==> src/rtl/pz_game_pkg.sv <==
// Shared types and timing defaults for the punch-zombie game blocks.
// The half-second constant matches the one used by lfsr_random_v2.
package pz_game_pkg;

    localparam int unsigned HALF_SEC_CYCLES    = 31250000;
    localparam int unsigned GAP_DEFAULT_CYCLES = HALF_SEC_CYCLES / 5;

    typedef enum logic [2:0] {
        IDLE,
        REQ,
        LATCH,
        WAIT,
        GAP,
        OVER
    } pz_state_t;

    function automatic logic [2:0] tgt_to_onehot(input logic [1:0] tgt);
        logic [2:0] oh;
        case (tgt)
            2'd1:    oh = 3'b001;
            2'd2:    oh = 3'b010;
            2'd3:    oh = 3'b100;
            default: oh = 3'b000;
        endcase
        return oh;
    endfunction

endpackage

==> src/rtl/pz_round_ctrl_if.sv <==
// Request/response link between the round controller and the random-target generator.
interface pz_round_ctrl_if;
    logic       generate_random;
    logic [1:0] rand_num;

    modport master (output generate_random, input rand_num);
    modport slave  (input generate_random, output rand_num);
endinterface

==> src/rtl/pz_edge_det.sv <==
// Width-parameterised rising-edge detector; the previous-value register updates every cycle.
module pz_edge_det #(
    parameter int unsigned W = 1
) (
    input  logic         clk,
    input  logic         rst,
    input  logic [W-1:0] d,
    output logic [W-1:0] rise
);
    logic [W-1:0] d_prev;

    always_ff @(posedge clk or posedge rst) begin
        if (rst) d_prev <= '0;
        else     d_prev <= d;
    end

    assign rise = d & ~d_prev;
endmodule

==> src/rtl/pz_round_ctrl.sv <==
// Round controller: requests a target, times the punch window, judges presses, keeps score.
// Optional macro PZ_SPEEDUP_EN shrinks the punch window by 1/8 every eighth hit.
module pz_round_ctrl
    import pz_game_pkg::*;
#(
    parameter int unsigned TIMEOUT_CYCLES = HALF_SEC_CYCLES,
    parameter int unsigned GAP_CYCLES     = GAP_DEFAULT_CYCLES,
    parameter int unsigned SCORE_W        = 8,
    parameter int unsigned MAX_MISS       = 3
) (
    input  logic               clk,
    input  logic               rst,
    input  logic               start,
    input  logic [2:0]         btn,
    pz_round_ctrl_if.master    rif,
    output logic [2:0]         target_led,
    output logic [SCORE_W-1:0] score,
    output logic [1:0]         misses,
    output logic               hit_pulse,
    output logic               miss_pulse,
    output logic               game_over,
    output logic               busy
);
    localparam int unsigned TMR_MAX = (TIMEOUT_CYCLES > GAP_CYCLES) ? TIMEOUT_CYCLES : GAP_CYCLES;
    localparam int unsigned TMR_W   = $clog2(TMR_MAX) + 1;
    localparam logic [TMR_W-1:0] GAP_LOAD   = TMR_W'(GAP_CYCLES - 1);
    localparam logic [1:0]       MAX_MISS_L = 2'(MAX_MISS);

    pz_state_t          state, state_nxt;
    logic [1:0]         tgt;
    logic [2:0]         tgt_oh;
    logic [TMR_W-1:0]   timer;
    logic [TMR_W-1:0]   win_load;
    logic [2:0]         btn_rise;
    logic               start_rise;
    logic               start_go;
    logic               hit;
    logic               miss;
    logic [SCORE_W-1:0] score_inc;

    pz_edge_det #(.W(3)) u_btn_edge (
        .clk  (clk),
        .rst  (rst),
        .d    (btn),
        .rise (btn_rise)
    );

    pz_edge_det #(.W(1)) u_start_edge (
        .clk  (clk),
        .rst  (rst),
        .d    (start),
        .rise (start_rise)
    );

    assign tgt_oh    = tgt_to_onehot(tgt);
    assign start_go  = start_rise && ((state == IDLE) || (state == OVER));
    // Any non-target bit makes it a miss even if the target bit rose too.
    assign hit       = (state == WAIT) && (btn_rise == tgt_oh);
    assign miss      = (state == WAIT) &&
                       ((|(btn_rise & ~tgt_oh)) || ((btn_rise == 3'b000) && (timer == '0)));
    assign score_inc = (&score) ? score : score + SCORE_W'(1);

`ifdef PZ_SPEEDUP_EN
    localparam logic [TMR_W-1:0] WIN_INIT  = TMR_W'(TIMEOUT_CYCLES);
    localparam logic [TMR_W-1:0] WIN_FLOOR = TMR_W'(TIMEOUT_CYCLES >> 2);

    logic [TMR_W-1:0] win;
    logic [TMR_W-1:0] win_cut;

    assign win_cut  = win - (win >> 3);
    assign win_load = win - TMR_W'(1);

    always_ff @(posedge clk or posedge rst) begin
        if (rst) begin
            win <= WIN_INIT;
        end else if (start_go) begin
            win <= WIN_INIT;
        end else if (hit && !(&score) && (score_inc[2:0] == 3'b000)) begin
            win <= (win_cut < WIN_FLOOR) ? WIN_FLOOR : win_cut;
        end
    end
`else
    assign win_load = TMR_W'(TIMEOUT_CYCLES - 1);
`endif

    always_ff @(posedge clk or posedge rst) begin
        if (rst) state <= IDLE;
        else     state <= state_nxt;
    end

    always_comb begin
        state_nxt = state;
        case (state)
            IDLE:    if (start_rise) state_nxt = REQ;
            REQ:     state_nxt = LATCH;
            LATCH:   state_nxt = (rif.rand_num == 2'd0) ? REQ : WAIT;
            WAIT:    if (hit || miss) state_nxt = GAP;
            GAP:     if (timer == '0) state_nxt = (misses == MAX_MISS_L) ? OVER : REQ;
            OVER:    if (start_rise) state_nxt = REQ;
            default: state_nxt = IDLE;
        endcase
    end

    always_comb begin
        rif.generate_random = 1'b0;
        target_led          = 3'b000;
        game_over           = 1'b0;
        busy                = 1'b1;
        case (state)
            IDLE:    busy = 1'b0;
            REQ:     rif.generate_random = 1'b1;
            WAIT:    target_led = tgt_oh;
            OVER: begin
                game_over  = 1'b1;
                target_led = 3'b111;
                busy       = 1'b0;
            end
            default: ;
        endcase
    end

    // The same timer serves the punch window and the inter-round gap.
    always_ff @(posedge clk or posedge rst) begin
        if (rst) begin
            tgt        <= 2'd0;
            timer      <= '0;
            score      <= '0;
            misses     <= 2'd0;
            hit_pulse  <= 1'b0;
            miss_pulse <= 1'b0;
        end else begin
            hit_pulse  <= hit;
            miss_pulse <= miss;
            if (start_go) begin
                score  <= '0;
                misses <= 2'd0;
            end else begin
                if (hit)  score  <= score_inc;
                if (miss) misses <= misses + 2'd1;
            end
            case (state)
                LATCH: begin
                    if (rif.rand_num != 2'd0) begin
                        tgt   <= rif.rand_num;
                        timer <= win_load;
                    end
                end
                WAIT:    timer <= (hit || miss) ? GAP_LOAD : timer - TMR_W'(1);
                GAP:     if (timer != '0) timer <= timer - TMR_W'(1);
                default: ;
            endcase
        end
    end
endmodule

==> src/flat_wrapper.sv <==
// flat-port wrapper written by rule: the top's interface ports become plain ports
module pz_round_ctrl_flat import pz_game_pkg::*;
#(
    parameter int unsigned TIMEOUT_CYCLES = HALF_SEC_CYCLES,
    parameter int unsigned GAP_CYCLES     = GAP_DEFAULT_CYCLES,
    parameter int unsigned SCORE_W        = 8,
    parameter int unsigned MAX_MISS       = 3
)
  (clk, rst, start, btn, target_led, score, misses, hit_pulse, miss_pulse, game_over, busy, rif_generate_random, rif_rand_num);
  pz_round_ctrl_if rif_i ();
  input  logic clk;
  input  logic rst;
  input  logic start;
  input  logic [2:0] btn;
  output logic [2:0] target_led;
  output logic [SCORE_W-1:0] score;
  output logic [1:0] misses;
  output logic hit_pulse;
  output logic miss_pulse;
  output logic game_over;
  output logic busy;
  output wire logic [$bits(rif_i.generate_random)-1:0] rif_generate_random;
  input wire logic [$bits(rif_i.rand_num)-1:0] rif_rand_num;
  assign rif_generate_random = rif_i.generate_random;
  assign rif_i.rand_num = rif_rand_num;
  pz_round_ctrl #(.TIMEOUT_CYCLES(TIMEOUT_CYCLES), .GAP_CYCLES(GAP_CYCLES), .SCORE_W(SCORE_W), .MAX_MISS(MAX_MISS)) u_core (.clk(clk), .rst(rst), .start(start), .btn(btn), .rif(rif_i), .target_led(target_led), .score(score), .misses(misses), .hit_pulse(hit_pulse), .miss_pulse(miss_pulse), .game_over(game_over), .busy(busy));
endmodule
==> config.mk <==
export PLATFORM = sky130hd
export DESIGN_NAME = pz_round_ctrl_flat
export DESIGN_NICKNAME = d
export VERILOG_FILES = /design/src/rtl/pz_game_pkg.sv /design/src/rtl/pz_round_ctrl_if.sv /design/src/rtl/pz_edge_det.sv /design/src/rtl/pz_round_ctrl.sv /design/src/flat_wrapper.sv
export SDC_FILE = /design/constraint.sdc
export NUM_CORES = 1
export LEC_CHECK = 0
export ABC_AREA = 0
export CORE_MARGIN = 3
export CORE_UTILIZATION = 56
export CTS_CLUSTER_DIAMETER = 150
export DETAILED_ROUTE_END_ITERATION = 12
export MAX_ROUTING_LAYER = met4
export PLACE_DENSITY = 0.78
export SKIP_LAST_GASP = 1
export SLEW_MARGIN = 20
export SYNTH_ARGS = -nofsm -noshare
export SYNTH_HDL_FRONTEND = slang
export SYNTH_HIERARCHICAL = 1
export SYNTH_SLANG_ARGS = --single-unit
==> constraint.sdc <==
create_clock -name clk -period 6.4 [get_ports clk]
set_input_delay 1.6 -clock clk [delete_from_list [all_inputs] [get_ports clk]]
set_output_delay 1.6 -clock clk [all_outputs]
set_load 0.02 [all_outputs]
# After elaboration in Yosys (flattened, before gate mapping)
# Cells that the tools add are included.
# W data, S select, Z words.
dict set report totals {
  ff_bits 47
  input_bits 8
  output_inout_bits 18
  wordCells 77
}
dict set report op_classes {
  addsub 3
  eq_ne 16
  muxes 20
  bitwise 6
  n_reduce_logical 23
}
# cell count
set ops {}
lappend ops {{$mux W26} 3}
lappend ops {{$pmux W26 S3} 1}
lappend ops {{$logic_not A26 Y1} 1}
lappend ops {{$reduce_bool A26 Y1} 1}
lappend ops {{$sub A26 B1 Y26 const B} 1}
lappend ops {{$mux W8} 3}
lappend ops {{$pmux W3 S5} 1}
lappend ops {{$mux W3} 4}
lappend ops {{$ne A2 B1 Y1 const B} 5}
lappend ops {{$pmux W3 S3} 1}
lappend ops {{$add A8 B1 Y8 const B} 1}
lappend ops {{$reduce_and A8 Y1} 1}
lappend ops {{$and A3 B3 Y3} 2}
lappend ops {{$eq A2 B2 Y1 const B} 3}
lappend ops {{$eq A3 B2 Y1 const B} 2}
lappend ops {{$eq A3 B3 Y1 const B} 2}
lappend ops {{$logic_not A3 Y1} 2}
lappend ops {{$mux W2} 3}
lappend ops {{$not A3 Y3} 2}
lappend ops {{$pmux W3 S2} 1}
lappend ops {{$reduce_and A3 Y1} 2}
lappend ops {{$reduce_bool A2 Y1} 3}
lappend ops {{$logic_and A1 B1 Y1} 4}
lappend ops {{$reduce_and A2 Y1} 2}
lappend ops {{other kinds (13)} 17}

# Longest topological paths before layout
dict set report depth {
  depth_word 10
  depth_mapped 10
  depth_no_buf 8
}

# Cells and area by module
# Netlist, hierarchy kept.
# mod instances cells_per_inst area_per_inst_um2 seq_area_each_um2
set by_module_without_submodules {}
lappend by_module_without_submodules {pz_round_ctrl 1 285 2543.7 1076.0}
lappend by_module_without_submodules {{pz_edge_det (u_core.u_btn_edge)} 1 7 120.1 75.1}
lappend by_module_without_submodules {{pz_edge_det (u_core.u_start_edge)} 1 3 42.5 25.0}

# Worst setup path before layout
# Ideal clock, no wire load.
dict set report synth_path {
  kind {input-to-reg}
  start {in btn[1]}
  end {reg u_core.timer[9]}
  setup_time_ns 0.138
  t_arrival_ns 3.061
  required_time_ns 6.262
  path_slack_ns 3.201
  cell_stages 9
  n_path_buf 2
  path_cell_list {nor2b_4 ha_1 nand4_1 inv_1 o31a_1 buf_4 buf_6 o41ai_1 o21ai_0}
}
dict set report synth_between {
  word_cells_on_any_way 12
  cone_classes {eq/ne: 1; mux: 2; bitwise: 2; reduce/logical: 7}
}
# element line_no
set synth_lines {}
lappend synth_lines {{start: declaration} flat_wrapper.sv:14} ;# input logic [2:0] btn;
lappend synth_lines {{$and A3 B3 Y3} pz_edge_det.sv:17} ;# assign rise = d & ~d_prev;
lappend synth_lines {{$eq A3 B3 Y1} pz_round_ctrl.sv:58} ;# assign hit = (state == WAIT) && (btn_rise == tgt_oh);
lappend synth_lines {{$logic_and A1 B1 Y1} pz_round_ctrl.sv:58}
lappend synth_lines {{net u_core.hit} pz_round_ctrl.sv:37} ;# logic hit;
lappend synth_lines {{$logic_or A1 B1 Y1} pz_round_ctrl.sv:148} ;# WAIT: timer <= (hit || miss) ? GAP_LOAD : timer - TMR_W'(1);
lappend synth_lines {{$mux W26} pz_round_ctrl.sv:148}
lappend synth_lines {{$pmux W26 S3} pz_round_ctrl.sv:141} ;# case (state)
lappend synth_lines {{end signal: assignment} pz_round_ctrl.sv:145} ;# timer <= win_load;
lappend synth_lines {{end signal: assignment} pz_round_ctrl.sv:148}
lappend synth_lines {{end signal: assignment} pz_round_ctrl.sv:149} ;# GAP: if (timer != '0) timer <= timer - TMR_W'(1);
lappend synth_lines {{end: declaration} pz_round_ctrl.sv:32} ;# logic [TMR_W-1:0] timer;
# The timed path passes the listed nets, and every way through them passes these cells.
# A chain may end at the register's enable or synchronous reset.

# Worst setup path in the final report
dict set report layout_path {
  start {in btn[2]}
  end {reg u_core.timer[5]}
}
dict set report layout_between {
  elab_chain_cells 8
  word_cells_on_any_way 12
  cone_classes {eq/ne: 1; mux: 2; bitwise: 2; reduce/logical: 7}
}
# element line_no
set layout_lines {}
lappend layout_lines {{$and A3 B3 Y3 (*)} pz_edge_det.sv:17}
lappend layout_lines {{net u_core.btn_rise[2]} pz_round_ctrl.sv:34} ;# logic [2:0] btn_rise;
lappend layout_lines {{$and A3 B3 Y3 / $logic_not A3 Y1 (equally long branches)} pz_round_ctrl.sv:60} ;# ((|(btn_rise & ~tgt_oh)) || ((btn_rise == 3'b000) && (timer == '0)));
lappend layout_lines {{$reduce_or A3 Y1 / $logic_and A1 B1 Y1 (equally long branches)} pz_round_ctrl.sv:60}
lappend layout_lines {{$logic_or A1 B1 Y1} pz_round_ctrl.sv:60}
lappend layout_lines {{$logic_and A1 B1 Y1} pz_round_ctrl.sv:59} ;# assign miss = (state == WAIT) &&
lappend layout_lines {{$logic_or A1 B1 Y1 (*)} pz_round_ctrl.sv:148}
lappend layout_lines {{$mux W26 (*)} pz_round_ctrl.sv:148}
lappend layout_lines {{$pmux W26 S3 (*)} pz_round_ctrl.sv:141}
# The timed path passes the listed nets; every way through them passes the cells marked *.

==> impl_metrics.json <==
{
  "synthFlopType": "dfrtp_1",
  "power_density_nw_per_um2": 369.2,
  "post_drt_wl_per_cell_um": 15.56,
  "drc": 0,
  "fin_nets": 334,
  "synth.avg_cell_area_sq_um": 9.174,
  "fmax_mhz": 265.5,
  "insertion_delay_ns": 0.30,
  "antenna_found_initial": 0,
  "clkPwrFrac_pct": 18.8,
  "power.total_w": 0.001135,
  "critPathTopFamily": "compound AO/OA/AOI/OAI gates",
  "drv_slew": 0,
  "cp.depth": 8,
  "cts_tree": "yes",
  "rows": 24,
  "crit_arrival_ns": 3.97,
  "cpMaxStageDelayCell": "o31a_1",
  "routed.top_layer": "met4",
  "n_fill_cell": 339,
  "clk_pin_slew_ns": 0.09,
  "drive_above_1_share_pct": 9.375,
  "synth_seq_cells": 47,
  "place.port_buffers": 25,
  "critPathMaxStageDelay_ns": 0.67,
  "synthesis.area_sq_um": 2706,
  "die_w_um": 75.52,
  "criticalPathCategory": "in2reg",
  "met2_length_mm": 2.668,
  "synth_cell_types": 56,
  "cts_root_buffer": "clkbuf_8",
  "r2r_start": "u_core/timer[0]$_DFFE_PP0P_",
  "holdWs_ns": 0.5112,
  "areaGrowthSynthToFinish_pct": 13.59,
  "top_level_ports": 26,
  "vias": 2269,
  "place_congestion": 0.9736,
  "grt_pass1_wl_mm": 9.487,
  "crit_path_end_kind": "register",
  "drt_wl_total_mm": 5.787,
  "seqPwrFrac_pct": 39.0,
  "ys_seq_area_share_pct": 43.46,
  "synthCells": 295,
  "dp_hpwl_mm": 4.019,
  "ant_nets": 0,
  "r2r_end": "u_core/timer[5]$_DFFE_PP0P_",
  "power.leakage_nw": 1.229,
  "synthArstFlopShare_pct": 100.0,
  "design.core.area_sq_um": 4504,
  "grt_use_total_pct": 22.00,
  "grt_max_degree": 44,
  "endpoint": "u_core/timer[5]$_DFFE_PP0P_",
  "postCtsSetupBuffers": 0,
  "vias_per_cell": 6.099,
  "detail_route.iter0.violations": 173,
  "regToRegSetupSlack_ns": 3.46,
  "die-area_sq_um": 5703,
  "peakVddDrop_mv": 0.2045,
  "min_path_type": "reg2reg",
  "status": "completed",
  "postLayoutCoreUtil_pct": 68.25,
  "hold_viol": 0,
  "switching_share_pct": 41.45,
  "final_common_cell": "dfrtp_1",
  "start_util_pct": 60.08,
  "path_cells": "clkdlybuf4s50_1, nor2b_4, nor3_1, nand4_1, o21ai_2, o31a_1, nor2_1, a22o_1",
  "post_cts_resized": 0,
  "clock_sinks": 47,
  "rsz0062_at_grt": "no",
  "grt_pass1_vias": 2029,
  "n_antenna_cell": 0,
  "wl_met3_um": 275,
  "path_buf_inv": 1,
  "min_period_over_period_pct": 58.85,
  "r2r_cells": 8,
  "worstMarginPinSlew_ns": 0.9937,
  "timing.final.crit_period_ns": 3.767,
  "fin_worst_skew_ns": 0.01116,
  "cp.required_ns": 6.60,
  "overflow": 0,
  "cts_buffers": 5,
  "p_comb_share_pct": 42.2,
  "clock_path_buffers": 2,
  "finalSetupTns_ns": 0,
  "cp-startpoint": "btn[2]",
  "h-tree-depth": 2,
  "dr.pass1.iters": 5,
  "worstPathMaxFanout": 19,
  "ys_warn_count": 6,
  "p_int_w": 0.0006645,
  "wl_met1_mm": 2.786,
  "synth_edf_count": 0,
  "setup_viol": 0,
  "fp.dieH_um": 75.52,
  "p_switching_w": 0.0004706,
  "relSlewSlack_pct": 33.75,
  "worstSetupStartpointType": "input pin",
  "synth_nets": 309,
  "postCtsHoldBufs": 0,
  "final_cell_mix": "dfrtp_1 (47), nand2_1 (34), nor2_1 (29)",
  "drv_cap": 0
}
## power groups by stage
stage	sequential (W)	combinational [W]	clock, W
finish	0.000443	0.000479	0.000213
global route	0.000455	0.000535	0.000235
CTS	0.000441	0.000479	0.000218
detailed placement	0.000447	0.000476	0
global placement	0.000443	0.000467	0
floorplan	0.000433	0.000376	0
## final cells by class
class                           count  area [sq um]  share of cell area (%)
Clock inverter                      2         37.54                   1.221
Timing Repair Buffer               27         265.3                   8.628
Inverter                           17         63.81                   2.076
Sequential cell                    47          1176                   38.26
Multi-Input combinational cell    222          1398                   45.46
Tap cell                           52         65.06                   2.116
Clock buffer                        5         68.82                   2.239
## layer usage
layer	vias up	GRT usage (%)
li1	1112	-
met2	77	33.37
met4	0	5.437
met3	8	4.222
met1	1072	30.47
met5	-	-
## state kept, by name (all words and copies together) (netlist names)
name / count
u_core/tgt: 2
u_core/u_start_edge/d_prev: 1
u_core/score: 8
u_core/timer: 26
u_core/u_btn_edge/d_prev: 3
u_core/hit_pulse: 1
u_core/miss_pulse: 1
u_core/misses: 2
u_core/state: 3
## cells by family (layout without fill, tap and decap cells)
family / count (synthesis) / count (layout) / share of synthesized area (%)
AND/OR/NAND/NOR: 126 / 126 / 25.43
adder cells (fa/ha/maj): 6 / 6 / 2.774
multiplexers: 1 / 1 / 0.3699
buffers and inverters: 26 / 51 / 4.900
flip-flops: 47 / 47 / 43.46
AO/OA/AOI/OAI: 82 / 82 / 20.81
XOR/XNOR: 7 / 7 / 2.265
## synthesized netlist by cell type, types with 3 or more instances
library cell  instances  share of area (%)
dfrtp_1              47                 43
nand2_1              34                4.7
nor2_1               29                4.0
o21ai_0              21                3.9
inv_1                17                2.4
nor3_1               14                2.6
a21oi_1              13                2.4
a31oi_1               8                1.8
nand3_1               8                1.5
o31ai_1               8                2.2
ha_1                  6                2.8
nor4_1                6                1.4
buf_2                 4               0.74
nand2b_1              4               0.92
nand4_1               4               0.92
nor2b_4               4                2.0
or3_1                 4               0.92
xor2_1                4                1.3
a211o_1               3               0.97
a22o_1                3               0.97
nor2b_1               3               0.69
o21ai_2               3               0.97
o22ai_1               3               0.69
xnor2_1               3               0.97
## worst min path at each step
stage	cells past startpoint	to	from	slack, ns
after floorplan	1	u_core/timer[25]$_DFFE_PP0P_	u_core/timer[25]$_DFFE_PP0P_	0.47
after global placement	1	u_core/timer[25]$_DFFE_PP0P_	u_core/timer[25]$_DFFE_PP0P_	0.49
after detailed placement	1	u_core/timer[25]$_DFFE_PP0P_	u_core/timer[25]$_DFFE_PP0P_	0.50
after CTS	1	u_core/timer[25]$_DFFE_PP0P_	u_core/timer[25]$_DFFE_PP0P_	0.52
after global routing	1	u_core/timer[25]$_DFFE_PP0P_	u_core/timer[25]$_DFFE_PP0P_	0.56
final	1	u_core/timer[25]$_DFFE_PP0P_	u_core/timer[25]$_DFFE_PP0P_	0.51
## worst reg2reg max path, cell delays in order, from the launching register on
cell	delay, ns
dfrtp_1	0.43
inv_1	0.07
ha_1	0.18
nor3b_2	0.47
nand4_1	0.18
o21ai_2	0.29
o31a_1	0.67
nor2_1	0.26
a22o_1	0.28
## metrics by stage
stage          setup WS, ns  cell area (sq um)  std cells
2_1_floorplan         3.201               2706        295
3_3_place_gp          2.425               2968        365
3_5_place_dp          2.334               2968        365
4_1_cts               2.650               3074        372
5_1_grt               2.495               3074        372
6_report              2.633               3074        372
No activity file was read; power rests on OpenSTA's default activity.
==> edit (config.mk and constraints unchanged) <==
Set the package constant `HALF_SEC_CYCLES` to 7812500 (it was 31250000).
--- a/src/rtl/pz_game_pkg.sv
+++ b/src/rtl/pz_game_pkg.sv
@@ -2,7 +2,7 @@
 // The half-second constant matches the one used by lfsr_random_v2.
 package pz_game_pkg;
 
-    localparam int unsigned HALF_SEC_CYCLES    = 31250000;
+    localparam int unsigned HALF_SEC_CYCLES    = 7812500;
     localparam int unsigned GAP_DEFAULT_CYCLES = HALF_SEC_CYCLES / 5;
 
     typedef enum logic [2:0] {
Behaviour: no difference found for any inputs over 10 cycles, from zero or initial values and one cycle with rst high; that may be too few to reach the edited logic, so the function may still have changed.
==> edit against the original RTL <==
  * Sequential power fell by 2%
  * Synthesized area rose by 1.9%
  * Sequential cell count fell by 2
  * Final area rose by 2.1%
  * Worst setup slack got worse by 0.22 ns
  * Synthesized cell count rose by 1.7%
  * Via count rose by 12%
  * Total power rose by 14%
  * Routed wire length rose by 19%
  * Clock skew fell by 0.0044 ns
==> edit: results (changes against the original RTL) <==
[final_layout]
nonClkBufAreaFrac_pct=8.689  ; +0.060 points
inv_count=9  ; -8
n_all_buffers=28  ; +3.7%
fin_cells=386  ; +3.8%
design_area_sq_um=3139  ; +2.1%
register_area_sq_um=1126  ; -4.3%
multi_input_area_sq_um=1524  ; +9.0%
clkbuf_count=7  ; +2
layout-drive-gt1-share_pct=8.100  ; -1.3 points
fillers=389  ; +15%

[timing]
max_slew_margin_pct=41.53  ; +7.8 points
timing.hold.ws_ns=0.5048  ; -0.006374 ns
fin_crit_sh_pct=62.37  ; +3.5 points

[worst_setup_path]
crit_path_start=u_core/state[0]
r2r_end=u_core/timer[3]
r2r_cells=7  ; -1

[placement]
gp_congestion=0.9473  ; -2.7%
dpl_cell_area_sq_um=3038  ; +2.4%

[synthesis]
syn-num-nets=314  ; +1.6%
synth_compound_area_share_pct=22.99  ; +2.2 points
synthMuxAreaShare_pct=1.542  ; +1.2 points

[clocking]
clkSinkCount=45  ; -4.3%

[power]
cellLeakagePower_nw=1.206  ; -1.8%
peakVddDrop_v=0.0002200  ; +7.6%

[min_path]
hold_start=u_core/timer[23]

[global_routing]
track_usage_pct=24.74  ; +2.7 points
first_global_vias=2375  ; +17%

[die]
n_tap_cell=65  ; +25%

[drt]
wl_per_cell_um=17.82  ; +15%

[outcome]
status=finished clean

[edit: cell count changes after synthesis, moves of 6 or more]
cell	before	now
o32a_1	0	8
o21ai_0	21	11
clkbuf_1	1	7
a31oi_1	8	1
o211ai_1	0	6
nor3_1	14	21
o31ai_1	8	2
o32ai_1	0	7
inv_1	17	9
[edit: where the power goes]
group / switching (W) / leakage, nW / internal (W) / total [W]
sequential: 0.0000865 / 0.544 / 0.000350 / 0.000436
combinational: 0.000394 / 0.608 / 0.000270 / 0.000664
clock: 0.0000961 / 0.0542 / 0.0000977 / 0.000194
[edit: routing by layer]
metal / up-vias / GRT usage (%) / wire length, um
met5: - / - / 0
met4: 0 / 7.428 / 187
met3: 36 / 5.319 / 547
met2: 130 / 36.88 / 3010
met1: 1202 / 34.07 / 3135
li1: 1177 / - / -
[edit: worst max-delay path, stage by stage, from the launching register on]
cell and delay (ns):
dfrtp_1 0.57, nand3b_1 0.56, o21ai_0 0.33, clkdlybuf4s50_1 0.64
